===== config.mk =====
export PLATFORM = sky130hd
export DESIGN_NAME = arb_requester
export DESIGN_NICKNAME = d
export VERILOG_FILES = /design/src/rtl/arb_requester.sv
export SDC_FILE = /design/constraint.sdc
export NUM_CORES = 1
export LEC_CHECK = 0
export ABC_AREA = 1
export BUFFER_PORTS_ARGS = -buffer_cell sky130_fd_sc_hd__buf_2
export CAP_MARGIN = 5
export CORE_UTILIZATION = 40
export CTS_BUF_LIST = sky130_fd_sc_hd__clkbuf_2 sky130_fd_sc_hd__clkbuf_4 sky130_fd_sc_hd__clkbuf_8
export DETAILED_ROUTE_END_ITERATION = 8
export PLACE_DENSITY_LB_ADDON = 0.05
export SLEW_MARGIN = 20
export SYNTH_ARGS = -nofsm -noshare
export SYNTH_HDL_FRONTEND = slang
export SYNTH_SLANG_ARGS = --single-unit

===== constraint.sdc =====
create_clock -name clk -period 1.1 [get_ports clk]
set_input_delay 0.275 -clock clk [delete_from_list [all_inputs] [get_ports clk]]
set_output_delay 0.275 -clock clk [all_outputs]
set_load 0.01 [all_outputs]

===== src/rtl/arb_requester.sv =====
// Requester-side agent for a two-port round-robin arbiter: takes a burst job,
// holds a registered req until every beat is granted, pulses done, flags starvation.
module arb_requester #(
  parameter int LEN_W    = 4,
  parameter int MAX_WAIT = 15
) (
  input  logic             clk,
  input  logic             reset,
  input  logic             job_valid,
  input  logic [LEN_W-1:0] job_len,
  output logic             job_ready,
  output logic             req,
  input  logic             grant,
  output logic             beat,
  output logic [LEN_W-1:0] beats_left,
  output logic             done,
  output logic             starve
);

  localparam int WAIT_W = (MAX_WAIT < 2) ? 1 : $clog2(MAX_WAIT + 1);
  localparam logic [WAIT_W-1:0] WAIT_MAX = WAIT_W'(MAX_WAIT);

  typedef enum logic {IDLE, REQ} state_t;

  state_t            state;
  logic [WAIT_W-1:0] wait_cnt;
  logic [WAIT_W-1:0] wait_nxt;

  function automatic logic [WAIT_W-1:0] sat_inc(input logic [WAIT_W-1:0] v);
    return (v == WAIT_MAX) ? v : v + WAIT_W'(1);
  endfunction

  // The only grant-dependent combinational output; req itself is a flop.
  assign beat     = req & grant;
  assign wait_nxt = sat_inc(wait_cnt);

  always_ff @(posedge clk or posedge reset) begin
    if (reset) begin
      state      <= IDLE;
      req        <= 1'b0;
      job_ready  <= 1'b1;
      beats_left <= '0;
      done       <= 1'b0;
      wait_cnt   <= '0;
      starve     <= 1'b0;
    end else begin
      done <= 1'b0;
      case (state)
        IDLE: begin
          wait_cnt <= '0;
          starve   <= 1'b0;
          if (job_valid) begin
            if (job_len != '0) begin
              state      <= REQ;
              req        <= 1'b1;
              job_ready  <= 1'b0;
              beats_left <= job_len;
            end else begin
              // Zero-length job: acknowledged with done, never reaches the arbiter.
              done <= 1'b1;
            end
          end
        end
        REQ: begin
          if (grant) begin
            beats_left <= beats_left - LEN_W'(1);
            wait_cnt   <= '0;
            starve     <= 1'b0;
            if (beats_left == LEN_W'(1)) begin
              state     <= IDLE;
              req       <= 1'b0;
              job_ready <= 1'b1;
              done      <= 1'b1;
            end
          end else begin
            wait_cnt <= wait_nxt;
            starve   <= (wait_nxt == WAIT_MAX);
          end
        end
        default: begin
          state     <= IDLE;
          req       <= 1'b0;
          job_ready <= 1'b1;
        end
      endcase
    end
  end

endmodule


==> results of run 1 <==
==> state kept, by name, summed over array words and instances (netlist names) <==
register / flops
state: 1
starve: 1
wait_cnt: 4
beats_left: 4
req: 1
done: 1
job_ready: 1
==> report_power, final <==
part           internal (mW)  switching (mW)  total [mW]  leakage, nW
clock                  0.165           0.158       0.324       0.0184
combinational          0.908           0.796        1.70        0.382
sequential             0.667           0.183       0.850        0.162
total                   1.74            1.14        2.88        0.563
==> cell type report <==
cell class,count,area [µm²]
Timing Repair Buffer,31,241
Multi-Input combinational cell,64,418
Fill cell,128,495
Tap cell,24,30.0
Clock buffer,4,30.0
Sequential cell,13,328
Inverter,13,51.3
==> per-layer routing <==
metal	global-route usage, %	routed length (µm)
met3	3.67	48
met1	21.4	668
met5	0	0
met2	31.5	755
met4	7.88	20
==> layout by cell type (no fill, tap or decap), types with 3 or more instances in the layout <==
master and instances:
nor2_1 5, buf_2 13, clkbuf_4 4, dfrtp_1 11, ha_4 3, buf_4 9
inv_1 10, nand3_1 6, o21ai_1 3, nand2_1 26, buf_6 7
==> logic make-up after synthesis <==
| family | after synthesis |
|---|---|
| and+or+nand+nor | 51 |
| buffers and inverters | 14 |
| DFF | 13 |
| AOI/OAI and AO/OA | 8 |
| adders and majority gates | 3 |
| xor gates and xnor gates | 2 |
==> worst max path at each step <==
stage               depth (start not counted)                 startpoint                         to  slack (ps)
floorplan                                   7  beats_left[0]$_DFFE_PP0P_  beats_left[2]$_DFFE_PP0P_         -60
global placement                            7      wait_cnt[1]$_DFF_PP0_           starve$_DFF_PP0_         -30
detailed placement                          7  beats_left[0]$_DFFE_PP0P_  beats_left[2]$_DFFE_PP0P_         -50
CTS                                         2  beats_left[0]$_DFFE_PP0P_              beats_left[0]        -110
global route                                7  beats_left[0]$_DFFE_PP0P_  beats_left[2]$_DFFE_PP0P_        -170
finish                                      2  beats_left[0]$_DFFE_PP0P_              beats_left[0]        -100
==> worst reg2reg max path: cells and delay by family, from the launching register on <==
| family | cells | cell delay [ps] |
|---|---|---|
| buffers and inverters | 1 | 80 |
| adders and majority gates | 1 | 160 |
| AOI/OAI and AO/OA | 1 | 50 |
| DFF | 1 | 390 |
| and+or+nand+nor | 4 | 380 |
==> through the flow <==
step	cells	setup TNS, ps	power (mW)	hold WS [ps]	area [µm²]
6_report	149	-566	2.88	256	1100
3_5_place_dp	139	-141	2.14	290	918
4_1_cts	145	-649	2.71	252	1040
3_3_place_gp	139	-78.0	2.11	272	918
5_1_grt	149	-1360	3.16	257	1100
2_1_floorplan	91	-62.0	1.68	151	752
==> repair_timing <==
| action | 4_1_cts | 5_1_grt |
|---|---|---|
| pin swaps | 6 | 5 |
| gates resized for setup | 15 | 5 |
| hold buffers | 1 | 0 |
| buffers inserted | 1 | 4 |
| endpoints found under the setup margin | 12 | 15 |
| hold endpoints to repair | 12 | 0 |
==> impl_results.md, run 1 <==
- Status: finished, violations left
- Violated checks: setup timing
- Min setup slack post-route: -102 ps
- Synth Area in Adders: 5.20%
- Die width: 44.5 µm
- Io pins: 17
- Crit-path max FO: 3
- Period utilization: 109%
- 1st-iter DRT viols: 9
- Critical Path Start Type: flop
- Vias post-DR: 686
- HP Start: job_valid
- Average size of a mapped cell: 7.93 µm²
- Gpl congestion: 0.766
- VDD IR-drop max: 1.74 mV
- Register area share after synthesis: 45.2%
- Clk sinks: 13
- Final hold violations: 0
- Setup violators final: 11
- CTS tree: yes
- Dominant synthesized flop cell: dfrtp_1
- Routed wire length: 1490 µm
- RSZ-0062 raised after global routing: yes
- Worst-Margin Slew: 197 ps
- Cell with the largest stage delay on the worst path: dfrtp_1
- Synth async-reset ratio: 100%
- Worst Path Required: 820 ps
- Clk root buf: clkbuf_4
- Relative slew margins: 86.9%
- Minimum clock period: 1200 ps
- Initial antenna violation count: 0
- Top cells by area, synth: dfrtp_1 42%, nand2_1 14%, nand3_1 6.2%
- Synth cell count leaders: 27 x nand2_1, 12 x dfrtp_1, 12 x inv_1
- Worst R2R Start: beats_left[1]$_DFFE_PP0P_
- Die Height: 44.5 µm
- Worst Reg-to-Reg Cells: 7
- Core Footprint: 1590 µm²
- Vias in the first global route: 629
- DRT antenna net count: 0
- Hold Path Cell Cnt: 3
- Initial core utilization: 45.3%
- Syn Nets: 102
- WP buf/inv: 2
- Yosys reg bits: 13
- N_diodes: 0
- WHS Endpoint: done$_DFF_PP0_
- Synthesis warning total: 0
- Crit-path most repeated cell: buf_6
- LEAKAGE: 0.563 nW
- H-tree depth: 1
- CTS Buffer Depth: 2
- Number of synthesized flops with an enable pin: 0
- FF-to-FF End: beats_left[2]$_DFFE_PP0P_
- HP Class: primary input to flop
- Share of cells above drive strength 1: 44.8%
- Routed vias/inst: 4.60
- Setup Skew: 4.40 ps
- Synth Instances: 91
- Main combinational cell family by area after synthesis: simple AND/OR/NAND/NOR gates
- Layout area overhead: 52.2%
- Crit-path max cell delay: 420 ps
- HPWL Detailed: 1140 µm
- Fin nets: 137
- Post-Place Setup Slack: -49.7 ps
- Setup CP Type: flop to output port
- Remaining DRCs: 0
- Synthesized cell area: 722 µm²
- Post-synthesis mux area share: 0%
- Achievable Freq: 0.832 GHz
- Synth Area in Simple Gates: 32.6%
- Top cell type's share of synthesized area: 41.6%
- R2R setup slack: -80 ps
- WL/cell: 10.0 µm
- Slew Limit Fails: 0
- Yosys cell types: 23
- CTS Buf Count: 3
- Die Area: 1980 µm²
- Gr ovfl total: 0
- Clock-pin slew on the worst setup and hold paths: 80 ps
- Crit path max-delay family: flip-flops
- PortBufs: 16
- Core Rows: 14
- Post-synthesis xor/xnor area fraction: 2.43%
- Leading area contributor after synthesis: dfrtp_1
- Total track usage: 18.1%
- Util after Layout: 68.9%
- Arrival @ worst endpoint: 930 ps
- Top-count cell post-synth: nand2_1
- DR pass1 iterations: 4
- Global-route wire length before repair: 2560 µm
- Pin count of the biggest net entering global routing: 14
- Power per cell area: 2620 nW/µm²
- Crit-path cells: buf_6 > buf_6
- Clk_lat worst skew: 270 ps
- CP endpoint kind: output port
- Compound-Gate Fraction of Synth Area: 5.89%
- Total of max-cap violations: 0
(Power assumes the default switching activity.)
==> inputs of run 2 (changes only) <==
Clock period 1.1 ns to 1.3 ns, I/O delays scaled along.
==> run 2 against run 1 <==
  * The flow now finishes without violations
  * Worst hold slack got worse by 200 ps
  * Cell count shrank 6.7%
  * Power is 33% lower
  * First-iteration DRC count fell by 44%
  * Critical path depth is the same
  * Wire length down 5.2%
  * Non-clock buffer count shrank 10
  * Clock power fell by 16%
  * Register-to-register slack improved by 170 ps
  * Flip-flop and latch count unchanged
  * Largest cell class unchanged
==> impl_results.md, run 2 (same netlist as run 1, synthesis figures left out) <==
- Initial core utilization: 45.3% (unchanged)
- Core Rows: 14 (unchanged)
- Slew Limit Fails: 0 (unchanged)
- Die width: 44.5 µm (unchanged)
- R2R setup slack: 90 ps (+170 ps)
- VDD IR-drop max: 1.07 mV (-39%)
- Critical Path Start Type: flop
- Clk sinks: 13 (unchanged)
- DRT antenna net count: 0 (unchanged)
- Die Area: 1980 µm² (unchanged)
- CTS tree: yes
- Final hold violations: 0 (unchanged)
- Gpl congestion: 0.844 (+10%)
- Number of setup buffers added after CTS: 0 (-1)
- Achievable Freq: 0.802 GHz
- CTS Buf Count: 3 (unchanged)
- HPWL Detailed: 1090 µm (-3.8%)
- N_diodes: 0 (unchanged)
- Initial antenna violation count: 0 (unchanged)
- CTS Buffer Depth: 2 (unchanged)
- HP Class: primary input to async pin
- Setup violators final: 0 (-11)
- Worst Hold Slack: 58.2 ps (-197 ps)
- Total track usage: 18.4% (+0.34 points)
- Commonest non-fill, non-tap cell in the layout: nand2_1
- Minimum clock period: 1250 ps
- Total of max-cap violations: 0 (unchanged)
- WL/cell: 10.2 µm (+1.6%)
- Die Height: 44.5 µm (unchanged)
- Setup Skew: 1.15 ps (-3.25 ps)
- 1st-iter DRT viols: 5 (-4)
- Biggest regs: beats_left: 4 flops, wait_cnt: 4 flops
- Power per cell area: 2120 nW/µm² (-19%)
- RSZ-0062 raised after global routing: no
- LEAKAGE: 0.490 nW (-13%)
- Clk_lat worst skew: 270 ps (about the same)
- DR pass1 iterations: 2 (-2)
- Global-route wire length before repair: 2520 µm (-1.6%)
- Critical path launch point: beats_left[0]$_DFFE_PP0P_
- PortBufs: 16 (unchanged)
- Worst R2R Start: beats_left[1]$_DFFE_PP0P_
- Routed wire length: 1420 µm (-5.2%)
- Worst Path Required: 980 ps (+160 ps)
- Arrival @ worst endpoint: 920 ps (about the same)
- Core Footprint: 1590 µm² (unchanged)
- Clock-pin slew on the worst setup and hold paths: 80 ps (about the same)
- Worst-Margin Slew: 499 ps (+302 ps)
- Remaining DRCs: 0 (unchanged)
- Crit path to: beats_left[0]
- Fin nets: 127 (-7.3%)
- CP endpoint kind: output port
- Relative slew margins: 66.7% (-20 points)
- Setup CP Type: flop to output port
- Gr ovfl total: 0 (unchanged)
- Worst Reg-to-Reg Cells: 7 (unchanged)
- CTS Hold Bufs: 0 (-1)
- DP Area: 858 µm² (-6.5%)
- Most frequent cells in the layout: 27 x nand2_1, 16 x buf_2, 12 x dfrtp_1
- H-tree depth: 1 (unchanged)
- FF-to-FF End: beats_left[2]$_DFFE_PP0P_
- Period utilization: 95.9%
- Pin count of the biggest net entering global routing: 14 (unchanged)
- Setup_tns: 0 ps (+566 ps)
- Crit-path max FO: 3 (unchanged)
- Vias in the first global route: 577 (-8.3%)
- Vias post-DR: 624 (-9.0%)
- Layout area overhead: 25.6%
- Status: finished clean
- Routed vias/inst: 4.49 (-2.5%)
- Cell area after layout: 907 µm² (-17%)
- Share of cells above drive strength 1: 33.0% (-12 points)
- CTS resizes: 0 (-15)
- Clk root buf: clkbuf_4
- Io pins: 17 (unchanged)
run 2: per-stage QoR:
step / worst slack, ps / instances / total power, mW / util (%)
after floorplan: 12.3 / 91 / 1.34 / -
after global placement: 59.1 / 135 / 1.62 / 53.8
final: 52.7 / 139 / 1.92 / 56.9
after detailed placement: 32.1 / 135 / 1.63 / 53.8
after CTS: 13.9 / 139 / 1.91 / 55.7
after global routing: 2.06 / 139 / 2.13 / 56.9
run 2: how the worst min path moves through the flow:
| stage | from | end | slack, ps | cells after the start |
|---|---|---|---|---|
| 2_1_floorplan | reset | beats_left[0]$_DFFE_PP0P_ | 200 | 1 |
| 3_3_place_gp | reset | starve$_DFF_PP0_ | 380 | 2 |
| 3_5_place_dp | reset | starve$_DFF_PP0_ | 380 | 2 |
| 4_1_cts | reset | wait_cnt[1]$_DFF_PP0_ | 70 | 2 |
| 5_1_grt | reset | beats_left[0]$_DFFE_PP0P_ | 100 | 2 |
| 6_report | reset | starve$_DFF_PP0_ | 60 | 2 |
run 2: cell type report:
class,count,area (µm²)
Fill cell,156,687
Multi-Input combinational cell,64,352
Sequential cell,13,327
Timing Repair Buffer,21,118
Inverter,13,51.3
Clock buffer,4,30.0
Tap cell,24,30.0
run 2: power breakdown:
| part | internal (mW) | switching (mW) | leakage [nW] |
|---|---|---|---|
| registers | 0.561 | 0.138 | 0.162 |
| logic | 0.420 | 0.531 | 0.309 |
| clock network | 0.140 | 0.133 | 0.0184 |
| total | 1.12 | 0.801 | 0.490 |
run 2: per-layer routing:
| metal | global-route usage, % | share of wire (%) | vias up | wire (µm) |
|---|---|---|---|---|
| met1 | 24.7 | 49 | 276 | 699 |
| met4 | 9.09 | 1.5 | 0 | 21 |
| li1 | - | - | 334 | - |
| met5 | 0 | 0 | - | 0 |
| met2 | 26.2 | 45 | 10 | 643 |
| met3 | 6.53 | 3.5 | 4 | 50 |
run 2: critical path: stages, from the launching register on:
cell     delay (ps)
dfrtp_1         380
buf_4           140
buf_2           130
==> inputs of run 3 (changes only) <==
Settings changed: ABC_AREA 1 to unset.
==> run 3 against run 2 <==
  * First-iteration DRC count rose by 40%
  * Synthesized area shrank 0.87%
  * Clock-buffer cell count unchanged
  * Worst hold slack got worse by 1.6 ps
  * Setup slack worse by 37 ps
  * Flip-flop and latch count did not move
  * Synthesized cell count decreased by 24%
  * Wire length grew 7.8%
  * Power down 4.6%
==> impl_results.md, run 3 <==
- Relative slew margins: 66.4% (-0.31 points)
- Remaining DRCs: 0 (unchanged)
- PortBufs: 16 (unchanged)
- 1st-iter DRT viols: 7 (+2)
- Min setup slack post-route: 15.7 ps (-37.0 ps)
- Synth Area in Adders: 5.24% (+0.045 points)
- P_sw: 0.685 mW (-15%)
- Die Area: 1960 µm² (-0.83%)
- Setup CP Type: flop to output port
- Die Height: 44.3 µm (-0.42%)
- Share of cells above drive strength 1: 41.2% (+8.2 points)
- Top cells by area, synth: dfrtp_1 42%, ha_1 5.2%, dfstp_2 3.7%
- CTS Buffer Depth: 2 (unchanged)
- N_diodes: 0 (unchanged)
- Crit-path max FO: 3 (unchanged)
- Combinational Power Share: 48.3% (-1.2 points)
- Total of max-cap violations: 0 (unchanged)
- H-tree depth: 1 (unchanged)
- Reg power frac: 36.8% (+0.4 points)
- Post-synthesis xor/xnor area fraction: 4.90% (+2.5 points)
- Worst Path Required: 980 ps (about the same)
- Status: finished clean
- Synth Area in Simple Gates: 20.8% (-12 points)
- Number of synthesized flops with an enable pin: 0 (unchanged)
- Vias post-DR: 594 (-4.8%)
- Clk pwr share: 14.8% (+0.6 points)
- RSZ-0062 raised after global routing: yes
- Power per cell area: 1920 nW/µm² (-9.5%)
- Clk root buf: clkbuf_4
- Average size of a mapped cell: 10.4 µm² (+31%)
- Worst Hold Slack: 56.6 ps (-1.59 ps)
- WL/cell: 12.6 µm (+24%)
- Synth async-reset ratio: 100% (unchanged)
- Synthesis warning total: 0 (unchanged)
- Compound-Gate Fraction of Synth Area: 17.3% (+11 points)
- Io pins: 17 (unchanged)
- Fin nets: 109 (-14%)
- Final hold violations: 0 (unchanged)
- Power Internal: 1.15 mW (+2.5%)
- Crit-path most repeated cell: buf_6
- DR pass1 iterations: 2 (unchanged)
- Synth cell count leaders: 12 x dfrtp_1, 7 x nand2_1, 5 x inv_1
- Gpl congestion: 0.793 (-6.0%)
- Dominant synthesized flop cell: dfrtp_1
- Most frequent cells in the layout: 15 x buf_2, 12 x dfrtp_1, 7 x nand2_1, 7 x buf_4
- Synth Instances: 69 (-24%)
- Commonest non-fill, non-tap cell in the layout: buf_2
- Gr ovfl total: 0 (unchanged)
- Top cell type's share of synthesized area: 42.0% (+0.36 points)
- DRT antenna net count: 0 (unchanged)
- Synthesized cell area: 716 µm² (-0.87%)
- CTS Buf Count: 3 (unchanged)
- Main combinational cell family by area after synthesis: simple AND/OR/NAND/NOR gates
- Initial core utilization: 44.9% (-0.39 points)
- Core Footprint: 1590 µm² (unchanged)
- Minimum clock period: 1280 ps (+37.0 ps)
- Period utilization: 98.8% (+2.8 points)
- Top-count cell post-synth: dfrtp_1
- Die width: 44.3 µm (-0.42%)
- Biggest regs: beats_left: 4 flops, wait_cnt: 4 flops
- Crit-path cells: buf_6 > buf_6
- Clk sinks: 13 (unchanged)
- Worst-Margin Slew: 504 ps (+4.65 ps)
- Global-route wire length before repair: 2480 µm (-1.6%)
- Critical Path Start Type: flop
- LEAKAGE: 0.447 nW (-8.7%)
- HP Class: primary input to async pin
- Arrival @ worst endpoint: 960 ps (+40 ps)
- Slew Limit Fails: 0 (unchanged)
- Syn Nets: 80 (-22%)
- Achievable Freq: 0.779 GHz (-2.9%)
- Post-synthesis mux area share: 2.80% (+2.8 points)
- HPWL Detailed: 1110 µm (+1.1%)
- CTS Hold Bufs: 0 (unchanged)
- Setup Skew: 2.00 ps (+0.851 ps)
- Sw Share: 37.3% (-4.4 points)
- Cell with the largest stage delay on the worst path: dfrtp_1
- Initial antenna violation count: 0 (unchanged)
- Core Rows: 14 (unchanged)
- Clock-pin slew on the worst setup and hold paths: 80 ps (about the same)
- Routed wire length: 1530 µm (+7.8%)
- VDD IR-drop max: 0.969 mV (-9.5%)
- Post-Place Setup Slack: -8.00 ps (-40.1 ps)
- CTS tree: yes
- Yosys cell types: 30 (+30%)
- Pin count of the biggest net entering global routing: 14 (unchanged)
- Clk_lat worst skew: 280 ps (about the same)
- Setup violators final: 0 (unchanged)
- Yosys reg bits: 13 (unchanged)
- Routed vias/inst: 4.91 (+9.4%)
- CP endpoint kind: output port
- # fillers: 135 (-13%)
- Vias in the first global route: 592 (+2.6%)
- Register area share after synthesis: 45.6% (+0.40 points)
- Leading area contributor after synthesis: dfrtp_1
- Total track usage: 17.9% (-0.50 points)
- Crit-path max cell delay: 430 ps (+50 ps)
- Layout area overhead: 33.6%
-- run 3: changes by cell type after synthesis, moves of 3 or more --
| cell | before | now |
|---|---|---|
| inv_1 | 12 | 5 |
| nand2_1 | 27 | 7 |
| nand3_1 | 9 | 3 |
| nor3_1 | 0 | 3 |
| o21ai_0 | 5 | 1 |
-- run 3: worst paths after layout --
kind / start / to / slack (ps) / cells past startpoint
setup / recovery: beats_left[0]$_DFFE_PP0P_ / beats_left[0] / 20 / 2
hold / removal: reset / wait_cnt[0]$_DFF_PP0_ / 60 / 2
setup reg to reg: beats_left[0]$_DFFE_PP0P_ / beats_left[1]$_DFFE_PP0P_ / 50 / 6
hold reg to reg: req$_DFFE_PP0P_ / req$_DFFE_PP0P_ / 500 / 1
max in group asynchronous: reset / job_ready$_DFFE_PP1P_ / 890 / 2
min in group clk: job_len[3] / beats_left[3]$_DFFE_PP0P_ / 330 / 3
-- run 3: critical path, delay by kind of cell (launching register included) --
family,cells,cell delay (ps)
flops,1,430
buf+inv,2,250
-- run 3: cell type report --
type	count	area, µm²	share of cell area [%]
tap	24	30.0	3.14
inverter	5	18.8	1.96
clock buffer	4	30.0	3.14
sequential	13	327	34.2
timing repair buffer	25	161	16.9
multi-input combinational	50	389	40.7
-- run 3: cell families after synthesis --
| group | after synthesis |
|---|---|
| simple gates | 25 |
| compound gates | 16 |
| flops | 13 |
| buf+inv | 6 |
| xor+xnor | 4 |
| fa+ha+maj | 3 |
| mux | 2 |
-- run 3: timing repair --
item,in CTS,in global routing
endpoints found under the setup margin,3,9
setup buffers,2,2
gates resized for setup,2,6
pin swaps,0,1
-- run 3: per-layer routing --
metal	routed length [µm]	vias up	global-route usage [%]
li1	-	305	-
met4	25	0	9.09
met5	0	-	0
met2	753	10	29.7
met1	696	274	20.4
met3	50	5	6.12
-- run 3: per-stage QoR --
stage                     util [%]  cell area, µm²  cells  TNS (ps)  power, mW
final                         60.0             956    121         0       1.83
after global routing          60.0             956    121     -39.3       1.97
after CTS                     57.6             918    119         0       1.74
after detailed placement      54.2             863    113     -8.00       1.38
after global placement        54.2             863    113         0       1.36
after floorplan                  -             721     69         0       1.11
-- run 3: power by group through the flow --
| stage | Combinational, mW | Clock, mW | Sequential (mW) |
|---|---|---|---|
| after floorplan | 0.415 | 0 | 0.693 |
| after global placement | 0.691 | 0 | 0.672 |
| after detailed placement | 0.700 | 0 | 0.675 |
| after CTS | 0.794 | 0.283 | 0.663 |
| after global routing | 0.987 | 0.297 | 0.691 |
| final | 0.886 | 0.272 | 0.675 |
